==> config.mk <==
export PLATFORM = sky130hd
export DESIGN_NAME = mem_bank_mp_flat
export DESIGN_NICKNAME = d
export VERILOG_FILES = /design/src/rtl/mem_bank_pkg.sv /design/src/rtl/mem_bank_mp_if.sv /design/src/rtl/mem_rd_port.sv /design/src/rtl/mem_bank_mp.sv /design/src/flat_wrapper.sv
export SDC_FILE = /design/constraint.sdc
export NUM_CORES = 2
export LEC_CHECK = 0
export CORE_MARGIN = 3
export CORE_UTILIZATION = 35
export CTS_BUF_LIST = sky130_fd_sc_hd__clkbuf_16
export CTS_CLUSTER_SIZE = 28
export DETAILED_ROUTE_END_ITERATION = 16
export GPL_TIMING_DRIVEN = 0
export HOLD_SLACK_MARGIN = 0.08
export PLACE_DENSITY_LB_ADDON = 0.2
export SETUP_SLACK_MARGIN = 0.1
export SYNTH_ARGS = -nofsm -noshare
export SYNTH_HDL_FRONTEND = slang
export SYNTH_SLANG_ARGS = --single-unit
==> constraint.sdc <==
create_clock -name clk -period 4.4 [get_ports clk]
set_input_delay 0.88 -clock clk [delete_from_list [all_inputs] [get_ports clk]]
set_output_delay 0.88 -clock clk [all_outputs]
set_load 0.02 [all_outputs]
==> src/rtl/mem_bank_pkg.sv <==
// Shared types and helpers for the mem_bank_mp memory bank.
package mem_bank_pkg;

  localparam int unsigned BYTE_WIDTH = 8;
  // Helpers work on a fixed maximum width; callers zero-extend and truncate.
  localparam int unsigned MAX_DW = 256;
  localparam int unsigned MAX_NB = MAX_DW / BYTE_WIDTH;

  typedef enum logic {StInit, StReady} state_e;

  // Even parity per byte: byte plus its parity bit always holds an even number of ones.
  function automatic logic [MAX_NB-1:0] byte_parity(input logic [MAX_DW-1:0] word);
    logic [MAX_NB-1:0] par;
    for (int k = 0; k < MAX_NB; k++) begin
      par[k] = ^word[k*BYTE_WIDTH +: BYTE_WIDTH];
    end
    return par;
  endfunction

  function automatic logic [MAX_DW-1:0] byte_merge(input logic [MAX_DW-1:0] old_word,
                                                   input logic [MAX_DW-1:0] new_word,
                                                   input logic [MAX_NB-1:0] be);
    logic [MAX_DW-1:0] res;
    res = old_word;
    for (int k = 0; k < MAX_NB; k++) begin
      if (be[k]) res[k*BYTE_WIDTH +: BYTE_WIDTH] = new_word[k*BYTE_WIDTH +: BYTE_WIDTH];
    end
    return res;
  endfunction

endpackage

==> src/rtl/mem_bank_mp_if.sv <==
// Bus bundle for mem_bank_mp; carries wr_par_flip/parity_err when MEM_PARITY_EN is defined.
interface mem_bank_mp_if #(
  parameter int unsigned DATA_WIDTH = 32,
  parameter int unsigned ADDR_WIDTH = 6,
  parameter int unsigned NUM_RD     = 2
);

  logic                           init_busy;
  logic                           wr_en;
  logic [ADDR_WIDTH-1:0]          wr_address;
  logic [DATA_WIDTH/8-1:0]        wr_be;
  logic [DATA_WIDTH-1:0]          data_in;
  logic [NUM_RD-1:0]              rd_en;
  logic [NUM_RD*ADDR_WIDTH-1:0]   rd_address;
  logic [NUM_RD*DATA_WIDTH-1:0]   data_out;
  logic [NUM_RD-1:0]              rd_valid;
`ifdef MEM_PARITY_EN
  logic                           wr_par_flip;
  logic [NUM_RD-1:0]              parity_err;
`endif

  modport master (
`ifdef MEM_PARITY_EN
    output wr_par_flip,
    input  parity_err,
`endif
    input  init_busy, data_out, rd_valid,
    output wr_en, wr_address, wr_be, data_in, rd_en, rd_address
  );

  modport slave (
`ifdef MEM_PARITY_EN
    input  wr_par_flip,
    output parity_err,
`endif
    output init_busy, data_out, rd_valid,
    input  wr_en, wr_address, wr_be, data_in, rd_en, rd_address
  );

endinterface

==> src/rtl/mem_rd_port.sv <==
// One read port: range check, write-first forwarding, latency pipeline and
// (with MEM_PARITY_EN) parity check.
module mem_rd_port
  import mem_bank_pkg::*;
#(
  parameter int unsigned DATA_WIDTH = 32,
  parameter int unsigned ADDR_WIDTH = 6,
  parameter int unsigned MEM_SIZE   = 64,
  parameter int unsigned RD_LATENCY = 1
) (
  input  logic                           clk,
  input  logic                           rstn,
  input  logic                           ready,
  input  logic                           rd_en,
  input  logic [ADDR_WIDTH-1:0]          rd_address,
  input  logic [DATA_WIDTH-1:0]          mem_word,
  input  logic                           wr_fire,
  input  logic [ADDR_WIDTH-1:0]          wr_address,
  input  logic [DATA_WIDTH-1:0]          wr_data,
  input  logic [DATA_WIDTH/BYTE_WIDTH-1:0] wr_be,
`ifdef MEM_PARITY_EN
  input  logic [DATA_WIDTH/BYTE_WIDTH-1:0] mem_par,
  input  logic [DATA_WIDTH/BYTE_WIDTH-1:0] wr_par,
  output logic                           parity_err,
`endif
  output logic [DATA_WIDTH-1:0]          data_out,
  output logic                           rd_valid
);

  localparam int unsigned NB = DATA_WIDTH / BYTE_WIDTH;

  logic                  in_range;
  logic                  hit;
  logic                  req;
  logic [DATA_WIDTH-1:0] word;
  logic [DATA_WIDTH-1:0] data1_q;
  logic                  valid1_q;

  assign in_range = {1'b0, rd_address} < (ADDR_WIDTH+1)'(MEM_SIZE);
  assign hit      = wr_fire && (wr_address == rd_address);
  assign req      = ready && rd_en;

  always_comb begin
    word = '0;
    if (in_range) begin
      word = hit ? DATA_WIDTH'(byte_merge(MAX_DW'(mem_word), MAX_DW'(wr_data), MAX_NB'(wr_be)))
                 : mem_word;
    end
  end

`ifdef MEM_PARITY_EN
  logic [NB-1:0] par;
  logic          err;
  logic          err1_q;

  always_comb begin
    par = '0;
    if (in_range) par = hit ? ((mem_par & ~wr_be) | (wr_par & wr_be)) : mem_par;
  end
  assign err = |(NB'(byte_parity(MAX_DW'(word))) ^ par);
`endif

  always_ff @(posedge clk) begin
    if (!rstn) begin
      data1_q  <= '0;
      valid1_q <= 1'b0;
`ifdef MEM_PARITY_EN
      err1_q   <= 1'b0;
`endif
    end else begin
      valid1_q <= req;
      if (req) data1_q <= word;
`ifdef MEM_PARITY_EN
      err1_q   <= req & err;
`endif
    end
  end

  if (RD_LATENCY == 2) begin : g_lat2
    logic [DATA_WIDTH-1:0] data2_q;
    logic                  valid2_q;
`ifdef MEM_PARITY_EN
    logic                  err2_q;
`endif
    always_ff @(posedge clk) begin
      if (!rstn) begin
        data2_q  <= '0;
        valid2_q <= 1'b0;
`ifdef MEM_PARITY_EN
        err2_q   <= 1'b0;
`endif
      end else begin
        valid2_q <= valid1_q;
        if (valid1_q) data2_q <= data1_q;
`ifdef MEM_PARITY_EN
        err2_q   <= err1_q;
`endif
      end
    end
    assign data_out   = data2_q;
    assign rd_valid   = valid2_q;
`ifdef MEM_PARITY_EN
    assign parity_err = err2_q;
`endif
  end else begin : g_lat1
    assign data_out   = data1_q;
    assign rd_valid   = valid1_q;
`ifdef MEM_PARITY_EN
    assign parity_err = err1_q;
`endif
  end

endmodule

==> src/rtl/mem_bank_mp.sv <==
// Multi-read-port, single-write-port memory bank with byte enables, write-first forwarding
// and a clear-on-reset sequencer. Define MEM_PARITY_EN for per-byte parity storage.
module mem_bank_mp
  import mem_bank_pkg::*;
#(
  parameter int unsigned DATA_WIDTH = 32,
  parameter int unsigned ADDR_WIDTH = 6,
  parameter int unsigned MEM_SIZE   = 64,
  parameter int unsigned NUM_RD     = 2,
  parameter int unsigned RD_LATENCY = 1
) (
  input logic          clk,
  input logic          rstn,
  mem_bank_mp_if.slave bus
);

  localparam int unsigned NB = DATA_WIDTH / BYTE_WIDTH;

  state_e                state_q, state_d;
  logic [ADDR_WIDTH-1:0] ptr_q, ptr_d;
  logic                  init_we;
  logic                  ready;

  logic [DATA_WIDTH-1:0] mem_q [MEM_SIZE];
  logic                  wr_in_range;
  logic                  wr_fire;
  logic [ADDR_WIDTH-1:0] wr_idx;
  logic [DATA_WIDTH-1:0] wr_word;

  always_comb begin
    state_d = state_q;
    ptr_d   = ptr_q;
    init_we = 1'b0;
    case (state_q)
      StInit: begin
        init_we = 1'b1;
        if (ptr_q == ADDR_WIDTH'(MEM_SIZE - 1)) begin
          state_d = StReady;
          ptr_d   = '0;
        end else begin
          ptr_d = ptr_q + ADDR_WIDTH'(1);
        end
      end
      StReady: ;
    endcase
  end

  always_ff @(posedge clk) begin
    if (!rstn) begin
      state_q <= StInit;
      ptr_q   <= '0;
    end else begin
      state_q <= state_d;
      ptr_q   <= ptr_d;
    end
  end

  assign ready         = (state_q == StReady);
  assign bus.init_busy = ~ready;

  assign wr_in_range = {1'b0, bus.wr_address} < (ADDR_WIDTH+1)'(MEM_SIZE);
  assign wr_idx      = wr_in_range ? bus.wr_address : '0;
  assign wr_fire     = rstn && ready && bus.wr_en && wr_in_range;
  assign wr_word     = DATA_WIDTH'(byte_merge(MAX_DW'(mem_q[wr_idx]), MAX_DW'(bus.data_in),
                                              MAX_NB'(bus.wr_be)));

  // Array has no reset of its own; the sequencer zeroes it after rstn releases.
  always_ff @(posedge clk) begin
    if (rstn && init_we) begin
      mem_q[ptr_q] <= '0;
    end else if (wr_fire) begin
      mem_q[wr_idx] <= wr_word;
    end
  end

`ifdef MEM_PARITY_EN
  logic [NB-1:0] par_q [MEM_SIZE];
  logic [NB-1:0] wr_par;

  assign wr_par = NB'(byte_parity(MAX_DW'(bus.data_in))) ^ {NB{bus.wr_par_flip}};

  always_ff @(posedge clk) begin
    if (rstn && init_we) begin
      par_q[ptr_q] <= '0;
    end else if (wr_fire) begin
      par_q[wr_idx] <= (par_q[wr_idx] & ~bus.wr_be) | (wr_par & bus.wr_be);
    end
  end
`endif

  for (genvar i = 0; i < NUM_RD; i++) begin : g_rd
    logic [ADDR_WIDTH-1:0] addr;
    logic [ADDR_WIDTH-1:0] idx;

    assign addr = bus.rd_address[i*ADDR_WIDTH +: ADDR_WIDTH];
    assign idx  = ({1'b0, addr} < (ADDR_WIDTH+1)'(MEM_SIZE)) ? addr : '0;

    mem_rd_port #(
      .DATA_WIDTH (DATA_WIDTH),
      .ADDR_WIDTH (ADDR_WIDTH),
      .MEM_SIZE   (MEM_SIZE),
      .RD_LATENCY (RD_LATENCY)
    ) u_rd_port (
      .clk        (clk),
      .rstn       (rstn),
      .ready      (ready),
      .rd_en      (bus.rd_en[i]),
      .rd_address (addr),
      .mem_word   (mem_q[idx]),
      .wr_fire    (wr_fire),
      .wr_address (bus.wr_address),
      .wr_data    (bus.data_in),
      .wr_be      (bus.wr_be),
`ifdef MEM_PARITY_EN
      .mem_par    (par_q[idx]),
      .wr_par     (wr_par),
      .parity_err (bus.parity_err[i]),
`endif
      .data_out   (bus.data_out[i*DATA_WIDTH +: DATA_WIDTH]),
      .rd_valid   (bus.rd_valid[i])
    );
  end

endmodule

==> src/flat_wrapper.sv <==
// flat-port wrapper written by rule: the top's interface ports become plain ports
module mem_bank_mp_flat import mem_bank_pkg::*;
#(
  parameter int unsigned DATA_WIDTH = 32,
  parameter int unsigned ADDR_WIDTH = 6,
  parameter int unsigned MEM_SIZE   = 64,
  parameter int unsigned NUM_RD     = 2,
  parameter int unsigned RD_LATENCY = 1
)
  (clk, rstn, bus_init_busy, bus_data_out, bus_rd_valid, bus_wr_en, bus_wr_address, bus_wr_be, bus_data_in, bus_rd_en, bus_rd_address);
  mem_bank_mp_if #(.DATA_WIDTH(DATA_WIDTH), .ADDR_WIDTH(ADDR_WIDTH), .NUM_RD(NUM_RD)) bus_i ();
  input logic clk;
  input logic rstn;
  output wire logic [$bits(bus_i.init_busy)-1:0] bus_init_busy;
  output wire logic [$bits(bus_i.data_out)-1:0] bus_data_out;
  output wire logic [$bits(bus_i.rd_valid)-1:0] bus_rd_valid;
  input wire logic [$bits(bus_i.wr_en)-1:0] bus_wr_en;
  input wire logic [$bits(bus_i.wr_address)-1:0] bus_wr_address;
  input wire logic [$bits(bus_i.wr_be)-1:0] bus_wr_be;
  input wire logic [$bits(bus_i.data_in)-1:0] bus_data_in;
  input wire logic [$bits(bus_i.rd_en)-1:0] bus_rd_en;
  input wire logic [$bits(bus_i.rd_address)-1:0] bus_rd_address;
  assign bus_init_busy = bus_i.init_busy;
  assign bus_data_out = bus_i.data_out;
  assign bus_rd_valid = bus_i.rd_valid;
  assign bus_i.wr_en = bus_wr_en;
  assign bus_i.wr_address = bus_wr_address;
  assign bus_i.wr_be = bus_wr_be;
  assign bus_i.data_in = bus_data_in;
  assign bus_i.rd_en = bus_rd_en;
  assign bus_i.rd_address = bus_rd_address;
  mem_bank_mp #(.DATA_WIDTH(DATA_WIDTH), .ADDR_WIDTH(ADDR_WIDTH), .MEM_SIZE(MEM_SIZE), .NUM_RD(NUM_RD), .RD_LATENCY(RD_LATENCY)) u_core (.clk(clk), .rstn(rstn), .bus(bus_i));
endmodule
==> impl_metrics.tcl <==
set metrics [dict create \
    cts.clk_slew.worst_paths_ns 0.07 \
    die-height_microns 535 \
    layout_setup_ws_ns -0.185 \
    ioPinCount 126 \
    synthesis.area_sq_um 98000 \
    ys_types 52 \
    pin_count_of_the_biggest_net_entering_global_routing 49 \
    synthCells 4721 \
    synth.net_count 4781 \
    reg2reg_from "u_core.ready" \
    r2r-end "u_core.mem_q[13][25]" \
    pwr-share-seq_pct 49.7 \
    port_buf_inserts 113 \
    clock_root_buffer "sky130_fd_sc_hd__clkbuf_16" \
    first_iter_violations 8627 \
    detail_route.wirelength_mm 396 \
    run_status "finished with violations" \
    syn_avg_cell_area_sq_um 20.8 \
    final-instance-count-excl-fill 9103 \
    max_slew_margin_pct -9.65 \
    worst_setup_path_startpoint "bus_wr_en" \
    globalplace.congestion 0.974 \
    grt_antenna_before_repair 33 \
    cp_max_fo 10 \
    synth_warnings 0 \
    grt_pass1_vias 58194 \
    final-max-slew-violation-count 99 \
    report.final.setup_viol 317 \
    dieWidth_microns 535 \
    yosys_top_cell_area_share_pct 62.8 \
    drc 0 \
    grt_setup_unrepaired "yes" \
    placement_rows 193 \
    synth-seq-area-share_pct 64.3 \
    antenna_violating_nets_post_route 0 \
    firstDrtPassIters 6 \
    pwr_density_cell_nw_per_um2 386 \
    ff2ff_path_depth 8 \
    place_inst 8579 \
    postSynth.asyncResetShare_pct 0 \
    final-hold-violation-count 0 \
    power_switching_mw 10.5 \
    criticalPathCategory "input pin to register" \
    register_to_register_path_setup_slack_ns 0.46 \
    core_region_area_sq_um 277000 \
    utilization_pct 41.2 \
    synth_area_leader_cell "sky130_fd_sc_hd__edfxtp_1" \
    synth_edf_count 2048 \
    layout_common_cells "sky130_fd_sc_hd__edfxtp_1, sky130_fd_sc_hd__mux4_2, sky130_fd_sc_hd__clkbuf_16, sky130_fd_sc_hd__nor2_4, sky130_fd_sc_hd__mux2i_1" \
    netlist_top_cells_area "sky130_fd_sc_hd__edfxtp_1, sky130_fd_sc_hd__mux4_2, sky130_fd_sc_hd__mux2i_1, sky130_fd_sc_hd__dfxtp_1, sky130_fd_sc_hd__nor2_1" \
    clock_tree_from_tritoncts "built" \
    cp_data_arrival_time_ns 5.12 \
    end_point_of_the_critical_path "u_core.mem_q[13][25]" \
    ctsHtreeMaxLevel 4 \
    power_frac_clock_pct 43.1 \
    layout.cells.most_common "sky130_fd_sc_hd__edfxtp_1" \
    crit_required_ns 4.93 \
    globalRouteTotalUtil_pct 27.2 \
    numClockSinks 2121 \
    start_util_pct 35.3 \
    worstHoldStart "bus_wr_be[1]" \
    clk-insertion-delay-late_ns 0.95 \
    slew_worst_pin_ns 1.64 \
    die_area_sq_um 286000 \
    power_report.internal_total_mw 33.6 \
    synth.ff_latch_count 2121 \
    dpl.hpwl_mm 291 \
    violations "max-capacitance violations, max-slew violations, negative setup slack" \
    setup_skew_ns 0.0975 \
    nature_of_the_critical_path_startpoint "input pin" \
    route.vias.total 59080 \
    grt-ovfl-total 0 \
    grt_pass1_wl_mm 523 \
    ys_dominant_reg_cell "sky130_fd_sc_hd__edfxtp_1" \
    vias_per_cell 6.49 \
    cts_max_path_buffers 4 \
    cts.hold.buffers_added 0 \
    finalWorstPathRequiredPeriod_ns 4.59 \
    maxClockFrequency_ghz 0.218 \
    worst_hold_path_type "input pin to register" \
    power_frac_comb_pct 7.2 \
    fillCellCount 24397 \
    endpoint_kind "register" \
    vdd_drop_max_v 0.000328 \
    fin_nets 5244 \
    post_route_cells_drive_above_1_share_pct 40.6 \
    maxCapViolCount 14 \
    total_leakage_power_nw 35.0 \
    post_drt_wl_per_cell_microns 43.5 \
    numCtsBuffers 237 \
    swShare_pct 23.9 \
    layout-area-overhead-vs-synth_pct 16.7 \
    final.period_utilization_pct 104 \
]
## state kept, by name, indices dropped and copies added (netlist names)
| name | cells |
|---|---|
| u_core.g_rd.u_rd_port.rd_valid | 2 |
| u_core.g_rd.u_rd_port.data_out | 64 |
| u_core.mem_q | 2048 |
| u_core.ready | 1 |
| u_core.ptr_q | 6 |
## worst max-delay path, cell delays in order
cell                              delay (ns)
sky130_fd_sc_hd__clkdlybuf4s50_1        0.86
sky130_fd_sc_hd__nand3_1                0.33
sky130_fd_sc_hd__nor2_1                 0.38
sky130_fd_sc_hd__clkbuf_1               0.52
sky130_fd_sc_hd__nand2_1                0.14
sky130_fd_sc_hd__o31ai_1                0.14
sky130_fd_sc_hd__nand2_1                0.30
sky130_fd_sc_hd__buf_1                  0.70
sky130_fd_sc_hd__nor2_2                 0.82
## metal layers
layer / up-vias / share of wire [%] / track usage [%]
li1: 21730 / - / -
met1: 32548 / 38 / 36.3
met2: 3996 / 45 / 41.1
met3: 802 / 11 / 6.99
met4: 4 / 6.4 / 14.2
met5: - / 0.0058 / 0
## timing repair
action / CTS / global route
resized for setup: 320 / 235
setup buffers: 12 / 59
endpoints found under the setup margin: 3079 / 1900
pin swaps: 7 / 32
## worst min-delay path by stage
stage	slack, ns	cells past startpoint	endpoint
finish	0.48	3	u_core.g_rd[0].u_rd_port.data_out[14]
global route	0.51	3	u_core.g_rd[0].u_rd_port.data_out[14]
CTS	0.45	3	u_core.g_rd[0].u_rd_port.data_out[14]
detailed placement	0.57	1	u_core.ptr_q[3]
global placement	0.55	1	u_core.ptr_q[3]
floorplan	0.50	1	u_core.ptr_q[3]
## synthesized netlist by cell type, types with 16 or more instances
cell and count:
sky130_fd_sc_hd__o221ai_1 56, sky130_fd_sc_hd__clkbuf_1 172, sky130_fd_sc_hd__and2_1 37, sky130_fd_sc_hd__o21ai_0 17, sky130_fd_sc_hd__buf_4 16, sky130_fd_sc_hd__mux2i_1 147, sky130_fd_sc_hd__buf_2 124, sky130_fd_sc_hd__a211oi_1 43
sky130_fd_sc_hd__buf_1 65, sky130_fd_sc_hd__nand2_1 78, sky130_fd_sc_hd__mux4_2 1201, sky130_fd_sc_hd__a21oi_1 50, sky130_fd_sc_hd__nor2_1 307, sky130_fd_sc_hd__dfxtp_1 73, sky130_fd_sc_hd__o22ai_1 55, sky130_fd_sc_hd__nand3_1 22
sky130_fd_sc_hd__edfxtp_1 2048, sky130_fd_sc_hd__a22oi_1 50
## power groups by stage
| stage | combinational (mW) | sequential [mW] | clock [mW] |
|---|---|---|---|
| 6_report | 3.17 | 21.9 | 19.0 |
| 3_3_place_gp | 3.00 | 22.3 | 0 |
| 4_1_cts | 3.06 | 21.9 | 19.1 |
| 3_5_place_dp | 3.01 | 22.3 | 0 |
| 5_1_grt | 3.18 | 21.9 | 20.0 |
| 2_1_floorplan | 1.62 | 22.3 | 0 |
## through the flow
step                      instance area, sq um  setup TNS (ns)  total power [mW]  setup slack [ns]  hold WS, ns
after floorplan                          98000               0              23.9             0.965        0.499
after global placement                  104000        -7390.08              25.3             -2.69        0.552
after detailed placement                105000        -4631.49              25.3             -2.11        0.567
after CTS                               113000         -115.38              44.1            -0.357        0.453
after global routing                    114000           -2.02              45.0            -0.134        0.507
final                                   114000          -18.56              44.1            -0.185        0.480
## layout make-up
type                            count  area (sq um)  area share (%)
Antenna cell                       25          62.6          0.0547
Buffer                            380          1830            1.60
Clock buffer                      238          5960            5.21
Clock inverter                    190          1270            1.11
Inverter                            7          26.3          0.0230
Multi-Input combinational cell   2213         35100            30.7
Sequential cell                  2121         63000            55.1
Tap cell                         3705          4640            4.06
Timing Repair Buffer              224          2490            2.17
## logic make-up after synthesis
kind of cell    synth area share, %
flops                          64.3
mux                            29.1
simple gates                   2.22
buf+inv                        1.73
compound gates                 2.52
xor+xnor                      0.125
fa+ha+maj                    0.0128
Note: power is estimated with default switching activity, not from simulation.
